--- config.mk ---
export PLATFORM = sky130hd
export DESIGN_NAME = gpio_ctrl
export DESIGN_NICKNAME = d
export VERILOG_FILES = /design/src/rtl/gpio_ctrl_pkg.sv /design/src/rtl/gpio_ctrl_sync.sv /design/src/rtl/gpio_ctrl.sv
export SDC_FILE = /design/constraint.sdc
export NUM_CORES = 1
export LEC_CHECK = 0
export ABC_AREA = 0
export CAP_MARGIN = 20
export CORE_MARGIN = 5
export CORE_UTILIZATION = 49
export CTS_CLUSTER_SIZE = 12
export DETAILED_ROUTE_END_ITERATION = 8
export GPL_TIMING_DRIVEN = 1
export PLACE_DENSITY = 0.84
export SLEW_MARGIN = 15
export SYNTH_ARGS = -nofsm -noshare
export SYNTH_HDL_FRONTEND = slang
export SYNTH_HIERARCHICAL = 1
export SYNTH_SLANG_ARGS = --single-unit
--- constraint.sdc ---
create_clock -name clk -period 4.9 [get_ports clk]
set_clock_uncertainty 0.1 [all_clocks]
set_input_delay 0.735 -clock clk [delete_from_list [all_inputs] [get_ports clk]]
set_output_delay 0.735 -clock clk [all_outputs]
set_load 0.01 [all_outputs]
--- src/rtl/gpio_ctrl_pkg.sv ---
// Shared definitions for the GPIO controller: register map and bus FSM states.
package gpio_ctrl_pkg;
  localparam logic [2:0] GPIO_REG_DATA_IN  = 3'd0;
  localparam logic [2:0] GPIO_REG_DATA_OUT = 3'd1;
  localparam logic [2:0] GPIO_REG_DIR      = 3'd2;
  localparam logic [2:0] GPIO_REG_IRQ_EN   = 3'd3;
  localparam logic [2:0] GPIO_REG_IRQ_EDGE = 3'd4;
  localparam logic [2:0] GPIO_REG_IRQ_PEND = 3'd5;

  typedef enum logic {IDLE = 1'b0, ACK = 1'b1} gpio_bus_state_e;
endpackage

--- src/rtl/gpio_ctrl_sync.sv ---
// Parameterised-width two-flop synchroniser for asynchronous pad inputs.
module gpio_sync #(
  parameter int W = 24
) (
  input  logic         clk,
  input  logic         rst,
  input  logic [W-1:0] d,
  output logic [W-1:0] q
);
  logic [W-1:0] meta;

  always_ff @(posedge clk or posedge rst) begin
    if (rst) begin
      meta <= '0;
      q    <= '0;
    end else begin
      meta <= d;
      q    <= meta;
    end
  end
endmodule

--- src/rtl/gpio_ctrl.sv ---
// Memory-mapped GPIO controller with edge interrupts.
// Interrupt logic (IRQ_EN/IRQ_EDGE/IRQ_PEND, irq_o) is built only when GPIO_IRQ_EN is defined.
module gpio_ctrl
  import gpio_ctrl_pkg::*;
#(
  parameter int GPIO_W = 24
) (
  input  logic              clk,
  input  logic              rst,
  input  logic              stb_i,
  input  logic              we_i,
  input  logic [4:0]        addr_i,
  input  logic [31:0]       wdata_i,
  output logic [31:0]       rdata_o,
  output logic              ack_o,
  input  logic [GPIO_W-1:0] gpio_i,
  output logic [GPIO_W-1:0] gpio_o,
  output logic [GPIO_W-1:0] gpio_oe_o,
  output logic              irq_o
);
  gpio_bus_state_e   state;
  logic [GPIO_W-1:0] sync;
  logic [GPIO_W-1:0] wval;
  logic [2:0]        sel;
  logic              acc, wr;
  logic [31:0]       rd_mux;
  logic              unused_ok;

  assign sel       = addr_i[4:2];
  assign acc       = (state == IDLE) && stb_i;
  assign wr        = acc && we_i;
  assign wval      = wdata_i[GPIO_W-1:0];
  assign ack_o     = (state == ACK);
  assign unused_ok = ^{addr_i[1:0], wdata_i};

  gpio_sync #(.W(GPIO_W)) u_sync (.clk(clk), .rst(rst), .d(gpio_i), .q(sync));

`ifdef GPIO_IRQ_EN
  logic [GPIO_W-1:0] irq_en, irq_edge, pend, sync_d, edge_hit, w1c_mask;

  // IRQ_EDGE picks falling (1) or rising (0) per pin; a fresh edge beats a same-cycle clear.
  assign edge_hit = (~irq_edge & sync & ~sync_d) | (irq_edge & ~sync & sync_d);
  assign w1c_mask = (wr && sel == GPIO_REG_IRQ_PEND) ? wval : '0;

  always_ff @(posedge clk or posedge rst) begin
    if (rst) begin
      irq_en   <= '0;
      irq_edge <= '0;
      pend     <= '0;
      sync_d   <= '0;
      irq_o    <= 1'b0;
    end else begin
      sync_d <= sync;
      pend   <= (pend & ~w1c_mask) | edge_hit;
      irq_o  <= |(pend & irq_en);
      if (wr && sel == GPIO_REG_IRQ_EN)   irq_en   <= wval;
      if (wr && sel == GPIO_REG_IRQ_EDGE) irq_edge <= wval;
    end
  end
`else
  assign irq_o = 1'b0;
`endif

  always_comb begin
    rd_mux = '0;
    case (sel)
      GPIO_REG_DATA_IN:  rd_mux[GPIO_W-1:0] = sync;
      GPIO_REG_DATA_OUT: rd_mux[GPIO_W-1:0] = gpio_o;
      GPIO_REG_DIR:      rd_mux[GPIO_W-1:0] = gpio_oe_o;
`ifdef GPIO_IRQ_EN
      GPIO_REG_IRQ_EN:   rd_mux[GPIO_W-1:0] = irq_en;
      GPIO_REG_IRQ_EDGE: rd_mux[GPIO_W-1:0] = irq_edge;
      GPIO_REG_IRQ_PEND: rd_mux[GPIO_W-1:0] = pend;
`endif
      default:           rd_mux = '0;
    endcase
  end

  // Read data is captured on the accept edge and held only for the ACK cycle.
  always_ff @(posedge clk or posedge rst) begin
    if (rst) begin
      state     <= IDLE;
      rdata_o   <= '0;
      gpio_o    <= '0;
      gpio_oe_o <= '0;
    end else begin
      case (state)
        IDLE: if (stb_i) begin
          state   <= ACK;
          rdata_o <= we_i ? 32'd0 : rd_mux;
        end
        default: begin
          state   <= IDLE;
          rdata_o <= '0;
        end
      endcase
      if (wr && sel == GPIO_REG_DATA_OUT) gpio_o    <= wval;
      if (wr && sel == GPIO_REG_DIR)      gpio_oe_o <= wval;
    end
  end
endmodule
==> reports/results.txt, run 1 <==
most instantiated cells after synthesis: dfrtp_1 (121), mux2_2 (28), a22o_1 (24), mux2i_1 (24), o2bb2ai_1 (24)
post-route ant nets: 0
wire length per cell: 20.2 um
yosys warns: 6
unrepaired setup endpoints after global routing: false
Synth area leader: dfrtp_1
DRT iter0 DRCs: 73
asr flop ratio synth: 100%
worst vdd ir: 0.306 mV
ranking of synthesized cells by area: dfrtp_1 (66%), mux2_2 (6.9%), mux2_4 (6.6%)
Area Overhead vs Synth: 39.7%
placed insts: 502
final setup margin: 1.96 ns
CTS Root Cell: clkbuf_8
Critical Path Start: addr_i[3]
PortBufs: 127
via count of the first global-routing pass: 3185
P_leak: 2.90 nW
setup violators final: 0
Inserted Clock Buffers: 17
Synth cell types: 18
Worst Hold Launch: u_sync/meta[2]$_DFF_PP0_
Slew headroom: 31.2%
worst skew pair latency: 0.50 ns
R2R setup slack: 2.51 ns
core footprint: 9150 um2
dpl ws: 1.44 ns
startpoint types: primary input
PD cells: 438 nW/um2
Post-Syn Area: 4570 um2
First-pass DRT Iterations: 4
H-tree Lvls: 4
Placer Congestion: 0.746
via count: 2858
max-cap viol count: 0
initial antenna violation count: 0
share of layout cells above drive strength 1: 21.0%
Peak Freq: 0.341 GHz
largest net degree at the start of global routing: 49
Die Width: 107 um
setup total negative slack: 0 ns
Critical Path AT: 3.21 ns
critical path required time: 5.17 ns
register bit count reported by yosys: 121
IO Pins: 147
Clock Pin Slew Worst Setup and Hold Paths: 0.06 ns
Worst setup EP type: flop
Final min period: 2.94 ns
top cell type's share of synthesized area: 66.3%
fraction of the yosys area taken by sequential cells: 66.3%
Post-CTS Setup Inserts: 0
post-route DRC violation count: 0
die height: 107 um
endpoints failing hold: 0
first-pass GRT wire length: 17200 um
WL final: 10800 um
clock tree buffer depth: 2
CTS tree: yes
CTS Hold Bufs: 0
GR Overflow Total: 0
FILL cells: 622
Die ar.: 11400 um2
Vias per Instance: 5.35
period utilization: 59.9%
Post-Syn Area per Cell: 16.3 um2
Final Max Tran Viols: 0
most numerous cell in the Yosys netlist: dfrtp_1
critical path peak fanout: 27
Initial Util: 49.9%
clock sink count: 121
status: finished clean
Setup CP Type: in2reg
FP Rows: 35
measured slew at the worst slew-check pin: 1.03 ns
Worst Hold Class: reg2reg
Post-Syn Instances: 280
Most used DFF post-synth: dfrtp_1
Global Route Usage Sum: 19.9%
nets@finish: 476
EDFF count, synth: 0
r2r startpoint: ack_o$_DFF_PP0_
DP HPWL: 6830 um
fin cells: 534
ant diodes: 0
Post-CTS Resized: 0
[area by class of cell]
type	instances	area [um2]	share of cell area, %
sequential	121	3030	47.4
multi-input combinational	138	1390	21.7
timing repair buffer	131	1300	20.4
clock buffer	20	445	6.98
tap	111	139	2.18
clock inverter	11	76.3	1.20
inverter	2	8.76	0.137
[power by group]
part           internal [mW]  total (mW)  switching (mW)
clock                  0.642        1.07           0.425
combinational          0.324       0.519           0.194
sequential              1.12        1.21          0.0927
[cell usage in the layout (no fill, tap or decap)]
| cell type | synthesis | routed |
|---|---|---|
| buf_2 | 4 | 1 |
| clkinvlp_4 | 0 | 4 |
| buf_6 | 4 | 1 |
| conb_1 | 1 | 9 |
| clkdlybuf4s50_1 | 0 | 126 |
| nor2_2 | 0 | 1 |
| mux2i_1 | 24 | 24 |
| mux2_2 | 28 | 28 |
| clkinv_4 | 0 | 3 |
| nor2_1 | 2 | 1 |
| dfrtp_1 | 121 | 121 |
| clkbuf_8 | 0 | 3 |
| a22o_1 | 24 | 24 |
| nor2b_1 | 3 | 2 |
| buf_4 | 12 | 3 |
| o2bb2ai_1 | 24 | 24 |
| mux2_4 | 20 | 20 |
| clkbuf_16 | 0 | 16 |
| nand4_4 | 1 | 1 |
| nand4_2 | 1 | 1 |
| inv_2 | 0 | 1 |
| clkbuf_1 | 7 | 1 |
| clkinv_2 | 0 | 5 |
| nor2b_2 | 0 | 1 |
| and3_1 | 1 | 1 |
| a21oi_1 | 1 | 1 |
[critical path, cell delays in order]
cell,delay (ns)
clkdlybuf4s50_1,0.45
buf_4,0.32
nor2b_2,0.20
buf_4,0.35
nand4_4,0.60
mux2_4,0.52
[state kept, by name (all words and copies together), names as in the netlist]
register     count
gpio_o          24
gpio_oe_o       24
rdata_o         24
u_sync/meta     24
u_sync/q        24
ack_o            1
[per-layer routing]
metal / wire length [um] / GRT usage, % / up-vias
met5: 0 / 0 / -
met4: 77 / 7.03 / 0
met3: 755 / 8.14 / 6
met2: 5440 / 31.9 / 96
met1: 4510 / 24.6 / 1491
li1: - / - / 1265
[logic make-up (layout without fill, tap and decap cells)]
logic type / count (synthesis) / after routing / share of synthesized area (%)
flops: 121 / 121 / 66.3
mux: 72 / 72 / 18.7
compound gates: 49 / 49 / 9.31
buf+inv: 29 / 164 / 4.14
simple gates: 8 / 8 / 1.45
other cells: 1 / 9 / 0.0821
[path summary, 6_finish.rpt]
path                       depth (start not counted)                        end
setup / recovery                                   6  gpio_oe_o[19]$_DFFE_PP0P_
hold reg to reg                                    0      u_sync/q[2]$_DFF_PP0_
hold / removal                                     0      u_sync/q[2]$_DFF_PP0_
max in group asynchronous                          3     rdata_o[3]$_DFFE_PP0P_
min in group asynchronous                          2      gpio_o[7]$_DFFE_PP0P_
setup reg to reg                                   3      gpio_o[8]$_DFFE_PP0P_
[per-stage QoR]
stage          total power [mW]  hold WS, ns  util [%]  cell area, um2
2_1_floorplan              1.44        0.231         -            4600
4_1_cts                    2.83        0.245      69.6            6370
3_3_place_gp               1.72        0.233      63.9            5850
6_report                   2.80        0.244      69.7            6380
5_1_grt                    2.92        0.254      69.7            6380
3_5_place_dp               1.75        0.235      63.9            5850
(Power assumes the default switching activity.)
==> inputs of run 2 (changes only) <==
--- a/config.mk
+++ b/config.mk
@@ -8,11 +8,11 @@
 export ABC_AREA = 0
 export CAP_MARGIN = 20
 export CORE_MARGIN = 5
-export CORE_UTILIZATION = 49
+export CORE_UTILIZATION = 46
 export CTS_CLUSTER_SIZE = 12
 export DETAILED_ROUTE_END_ITERATION = 8
 export GPL_TIMING_DRIVEN = 1
-export PLACE_DENSITY = 0.84
+export PLACE_DENSITY = 0.8
 export SLEW_MARGIN = 15
 export SYNTH_ARGS = -nofsm -noshare
 export SYNTH_HDL_FRONTEND = slang
==> constraint.sdc (replaced) <==
create_clock -name clk -period 2.8 [get_ports clk]
set_clock_uncertainty 0.1 [all_clocks]
set_input_delay 0.42 -clock clk [delete_from_list [all_inputs] [get_ports clk]]
set_output_delay 0.42 -clock clk [all_outputs]
set_load 0.01 [all_outputs]
==> run 2 against run 1 <==
Compared with the run above:
- non-clock buffer count is 6 higher
- sequential cell count did not move
- global-route usage shrank 0.80 points
- total power up 81%
- cell area grew 2.4%
- register-to-register slack worse by 1.8 ns
- via count increased by 1.3%
- first-iteration DRC count increased by 22%
- wire length is 0.76% higher
==> reports/results.txt, run 2 (same netlist as run 1, synthesis figures left out) <==
Reg-to-Reg End: rdata_o[20]$_DFFE_PP0P_
area occupied by multi-input gates: 1390 um2
Placer Congestion: 0.779
Slew headroom: 30.0%
clock tree buffer depth: 2
GR Overflow Total: 0
via count of the first global-routing pass: 3207
Die Width: 110 um
setup violators final: 0
via count: 2894
DP HPWL: 7210 um
DRT iter0 DRCs: 89
period utilization: 73.9%
fin cells: 562
Worst Hold Class: in2async
Reg area: 3030 um2
H-tree Lvls: 4
Clock power frac: 40.2%
Setup CP Type: reg2reg
IO Pins: 147
Final Max Tran Viols: 0
CTS Hold Bufs: 0
final core occ: 67.2%
worst vdd ir: 0.478 mV
Post-CTS Resized: 0
clock sink count: 121
CTS tree: yes
core footprint: 9730 um2
Critical Path AT: 2.39 ns
Area Overhead vs Synth: 43.0%
post-route DRC violation count: 0
placed insts: 530
Vias per Instance: 5.15
Clock Pin Slew Worst Setup and Hold Paths: 0.06 ns
Int Power: 3.86 mW
WL final: 10900 um
r2r startpoint: ack_o$_DFF_PP0_
measured slew at the worst slew-check pin: 1.05 ns
startpoint types: flop
share of layout cells above drive strength 1: 21.4%
Post-CTS Setup Inserts: 0
ant diodes: 0
Initial Util: 47.0%
Gate power share: 18.0%
FP Rows: 36
worst r2r path cells: 3
post-route ant nets: 0
Worst setup EP type: flop
critical path required time: 3.12 ns
PD cells: 776 nW/um2
Peak Freq: 0.483 GHz
largest net degree at the start of global routing: 74
Tot Pwr: 5.07 mW
most common cell after layout, fill and taps aside: clkdlybuf4s50_1
worst skew pair latency: 0.49 ns
endpoints failing hold: 0
max-cap viol count: 0
Inserted Clock Buffers: 17
First-pass DRT Iterations: 4
PortBufs: 127
Global Route Usage Sum: 19.1%
wire length per cell: 19.3 um
Final min period: 2.07 ns
die height: 110 um
Die ar.: 12000 um2
unrepaired setup endpoints after global routing: false
nets@finish: 482
commonest non-fill, non-tap cells in the layout: clkdlybuf4s50_1 (126), dfrtp_1 (121), mux2_2 (28)
initial antenna violation count: 0
CTS Root Cell: clkbuf_8
switch share: 23.9%
setup total negative slack: 0 ns
R2R setup slack: 0.73 ns
sequential power share: 41.8%
Net Switching: 1.21 mW
critical path peak fanout: 24
P_leak: 2.96 nW
first-pass GRT wire length: 17100 um
FILL cells: 715
status: finished clean
## run 2: cell type report
cell class / instances / share of cell area, %
Timing Repair Buffer: 137 / 21.2
Tap cell: 133 / 2.55
Clock buffer: 24 / 7.20
Clock inverter: 7 / 1.42
Inverter: 2 / 0.115
Multi-Input combinational cell: 138 / 21.2
Sequential cell: 121 / 46.3
## run 2: worst max-delay path: stages (launching register included)
cell and delay [ns]:
dfrtp_1 0.42, nor2_1 0.30, and3_1 0.92, a22o_1 0.25
## run 2: stage by stage
step	instance area, um2	hold WS (ns)	setup WS (ns)
floorplan	4600	0.231	0.427
global placement	5960	0.231	0.336
detailed placement	5960	0.236	0.243
CTS	6520	0.239	0.700
global route	6530	0.233	0.641
finish	6530	0.229	0.731
## run 2: worst max-delay path by stage
stage,from,endpoint,slack [ns],cells after the start
after global placement,addr_i[3],rdata_o[19]$_DFFE_PP0P_,0.34,5
final,ack_o$_DFF_PP0_,rdata_o[20]$_DFFE_PP0P_,0.73,3
after detailed placement,addr_i[3],rdata_o[0]$_DFFE_PP0P_,0.24,5
after floorplan,rst,ack_o$_DFF_PP0_,0.43,1
after CTS,ack_o$_DFF_PP0_,rdata_o[16]$_DFFE_PP0P_,0.70,3
after global routing,ack_o$_DFF_PP0_,rdata_o[21]$_DFFE_PP0P_,0.64,3
## run 2: per-layer routing
layer  GRT usage, %  routed length (um)  up-vias
met1           23.9                4500     1493
li1               -                   -     1275
met4           6.95                 165        0
met3           6.11                 686       20
met5              0                   0        -
met2           31.3                5510      106
## run 2: power groups by stage
stage / clock (mW) / combinational [mW] / sequential [mW]
detailed placement: 0 / 0.920 / 2.15
finish: 2.04 / 0.914 / 2.12
global route: 2.16 / 0.979 / 2.15
floorplan: 0 / 0.338 / 2.19
CTS: 2.07 / 0.928 / 2.12
global placement: 0 / 0.896 / 2.13
==> inputs of run 3 (changes only) <==
--- a/config.mk
+++ b/config.mk
@@ -8,11 +8,11 @@
 export ABC_AREA = 0
 export CAP_MARGIN = 20
 export CORE_MARGIN = 5
-export CORE_UTILIZATION = 46
+export CORE_UTILIZATION = 41
 export CTS_CLUSTER_SIZE = 12
 export DETAILED_ROUTE_END_ITERATION = 8
 export GPL_TIMING_DRIVEN = 1
-export PLACE_DENSITY = 0.8
+export PLACE_DENSITY = 0.75
 export SLEW_MARGIN = 15
 export SYNTH_ARGS = -nofsm -noshare
 export SYNTH_HDL_FRONTEND = slang
==> constraint.sdc (replaced) <==
create_clock -name clk -period 1.7 [get_ports clk]
set_clock_uncertainty 0.1 [all_clocks]
set_input_delay 0.255 -clock clk [delete_from_list [all_inputs] [get_ports clk]]
set_output_delay 0.255 -clock clk [all_outputs]
set_load 0.01 [all_outputs]
==> run 3 against run 2 <==
Compared with the run above:
- via count down 0.24%
- total power up 66%
- first-iteration DRC count down 15%
- worst hold slack worse by 0.15 ns
- sequential share of layout area down 0.47 points
- wire length up 2.1%
- sequential power up 64%
- fmax up 28%
- global-route usage down 1.5 points
- sequential cell count unchanged
- worst setup slack worse by 0.65 ns
- combinational power up 43%
- critical endpoint is now gpio_oe_o[5]$_DFFE_PP0P_
- largest cell class unchanged
==> reports/results.txt, run 3 (same netlist as run 1, synthesis figures left out) <==
first-pass GRT wire length: 17900 um
GR Overflow Total: 0
status: finished clean
P_leak: 3.27 nW
First-pass DRT Iterations: 4
wire length per cell: 19.3 um
Final min period: 1.62 ns
critical path required time: 1.99 ns
Vias per Instance: 5.01
Worst Hold Class: in2async
Crit path max-delay family: flip-flops
worst vdd ir: 0.656 mV
Die ar.: 13400 um2
initial antenna violation count: 1
Hold WS: 0.0791 ns
endpoints failing hold: 0
via count of the first global-routing pass: 3287
Initial Util: 42.0%
crit-path max cell delay: 0.44 ns
DP HPWL: 7510 um
Buf/Inv on CP: 2
setup violators final: 0
IO Pins: 147
Tot Pwr: 8.42 mW
PortBufs: 127
measured slew at the worst slew-check pin: 0.644 ns
crit path cell chain: nor2_2, buf_4, nand4_4, buf_12, mux2_4
post-route DRC violation count: 0
period utilization: 95.3%
Placer Congestion: 0.721
WL final: 11100 um
Final Max Tran Viols: 0
critical path peak fanout: 14
CTS Hold Bufs: 0
Worst setup EP type: flop
H-tree Lvls: 4
Worst path slowest cell: dfrtp_1
post-route ant nets: 0
unrepaired setup endpoints after global routing: true
startpoint types: flop
Critical Path AT: 1.92 ns
FP Rows: 38
PD cells: 1280 nW/um2
Slew headroom: 57.0%
Peak Freq: 0.617 GHz
die height: 116 um
DRT iter0 DRCs: 76
CTS tree: yes
clock sink count: 121
nets@finish: 488
core footprint: 10900 um2
worst skew pair latency: 0.51 ns
max-cap viol count: 0
clock tree buffer depth: 2
share of layout cells above drive strength 1: 23.9%
Setup CP Type: reg2reg
ant diodes: 0
Global Route Usage Sum: 17.6%
largest net degree at the start of global routing: 74
commonest non-fill, non-tap cells in the layout: dfrtp_1 (121), dlygate4sd2_1 (73), clkdlybuf4s50_1 (53)
Clock Pin Slew Worst Setup and Hold Paths: 0.06 ns
CTS Root Cell: clkbuf_8
Die Width: 116 um
final core occ: 60.6%
Area Overhead vs Synth: 44.5%
via count: 2887
most common cell after layout, fill and taps aside: dfrtp_1
Inserted Clock Buffers: 17
==> run 3: worst reg2reg max path: stages (launching register included) <==
cell and delay (ns):
dfrtp_1 0.44, nor2_2 0.19, buf_4 0.14, nand4_4 0.13
buf_12 0.21, mux2_4 0.31
==> run 3: per-layer routing <==
layer | GRT usage (%) | up-vias | routed length (um)
met5 | 0 | - | 18
met4 | 6.96 | 2 | 182
met3 | 6.68 | 16 | 777
met2 | 29.1 | 105 | 5730
met1 | 20.9 | 1475 | 4380
li1 | - | 1289 | -
==> run 3: what timing repair did <==
item,4_1_cts,5_1_grt
resized for setup,75,0
buffers inserted,0,0
setup endpoints to repair,98,2
==> run 3: worst paths after layout <==
check,from,to,slack [ns],cells past startpoint
max in group asynchronous,rst,rdata_o[22]$_DFFE_PP0P_,1.03,3
min reg2reg,u_sync/meta[8]$_DFF_PP0_,u_sync/q[8]$_DFF_PP0_,0.24,0
min,rst,u_sync/meta[7]$_DFF_PP0_,0.08,3
max reg2reg,ack_o$_DFF_PP0_,gpio_oe_o[5]$_DFFE_PP0P_,0.08,5
max,ack_o$_DFF_PP0_,gpio_oe_o[5]$_DFFE_PP0P_,0.08,5
min in group clk,gpio_i[7],u_sync/meta[7]$_DFF_PP0_,0.08,1
==> run 3: area by class of cell <==
| type | count | area (um2) |
|---|---|---|
| Clock buffer | 19 | 442 |
| Timing Repair Buffer | 143 | 1380 |
| Fill cell | 872 | 4290 |
| Tap cell | 140 | 175 |
| Clock inverter | 13 | 169 |
| Multi-Input combinational cell | 138 | 1390 |
| Sequential cell | 121 | 3030 |
| Inverter | 2 | 11.3 |
==> run 3: where the power goes <==
part	internal (mW)	total, mW	switching (mW)
clock network	2.32	3.62	1.30
registers	3.22	3.48	0.258
logic	0.756	1.31	0.557
total	6.30	8.42	2.12
==> run 3: stage by stage <==
stage | cell area (um2) | setup slack (ns) | setup TNS, ns | std cells
after floorplan | 4600 | 0.116 | 0 | 288
after global placement | 6070 | -0.241 | -14.19 | 544
after detailed placement | 6070 | -0.349 | -18.07 | 544
after CTS | 6600 | 0.0416 | 0 | 576
after global routing | 6600 | -0.00372 | -0.00380 | 576
final | 6600 | 0.0799 | 0 | 576
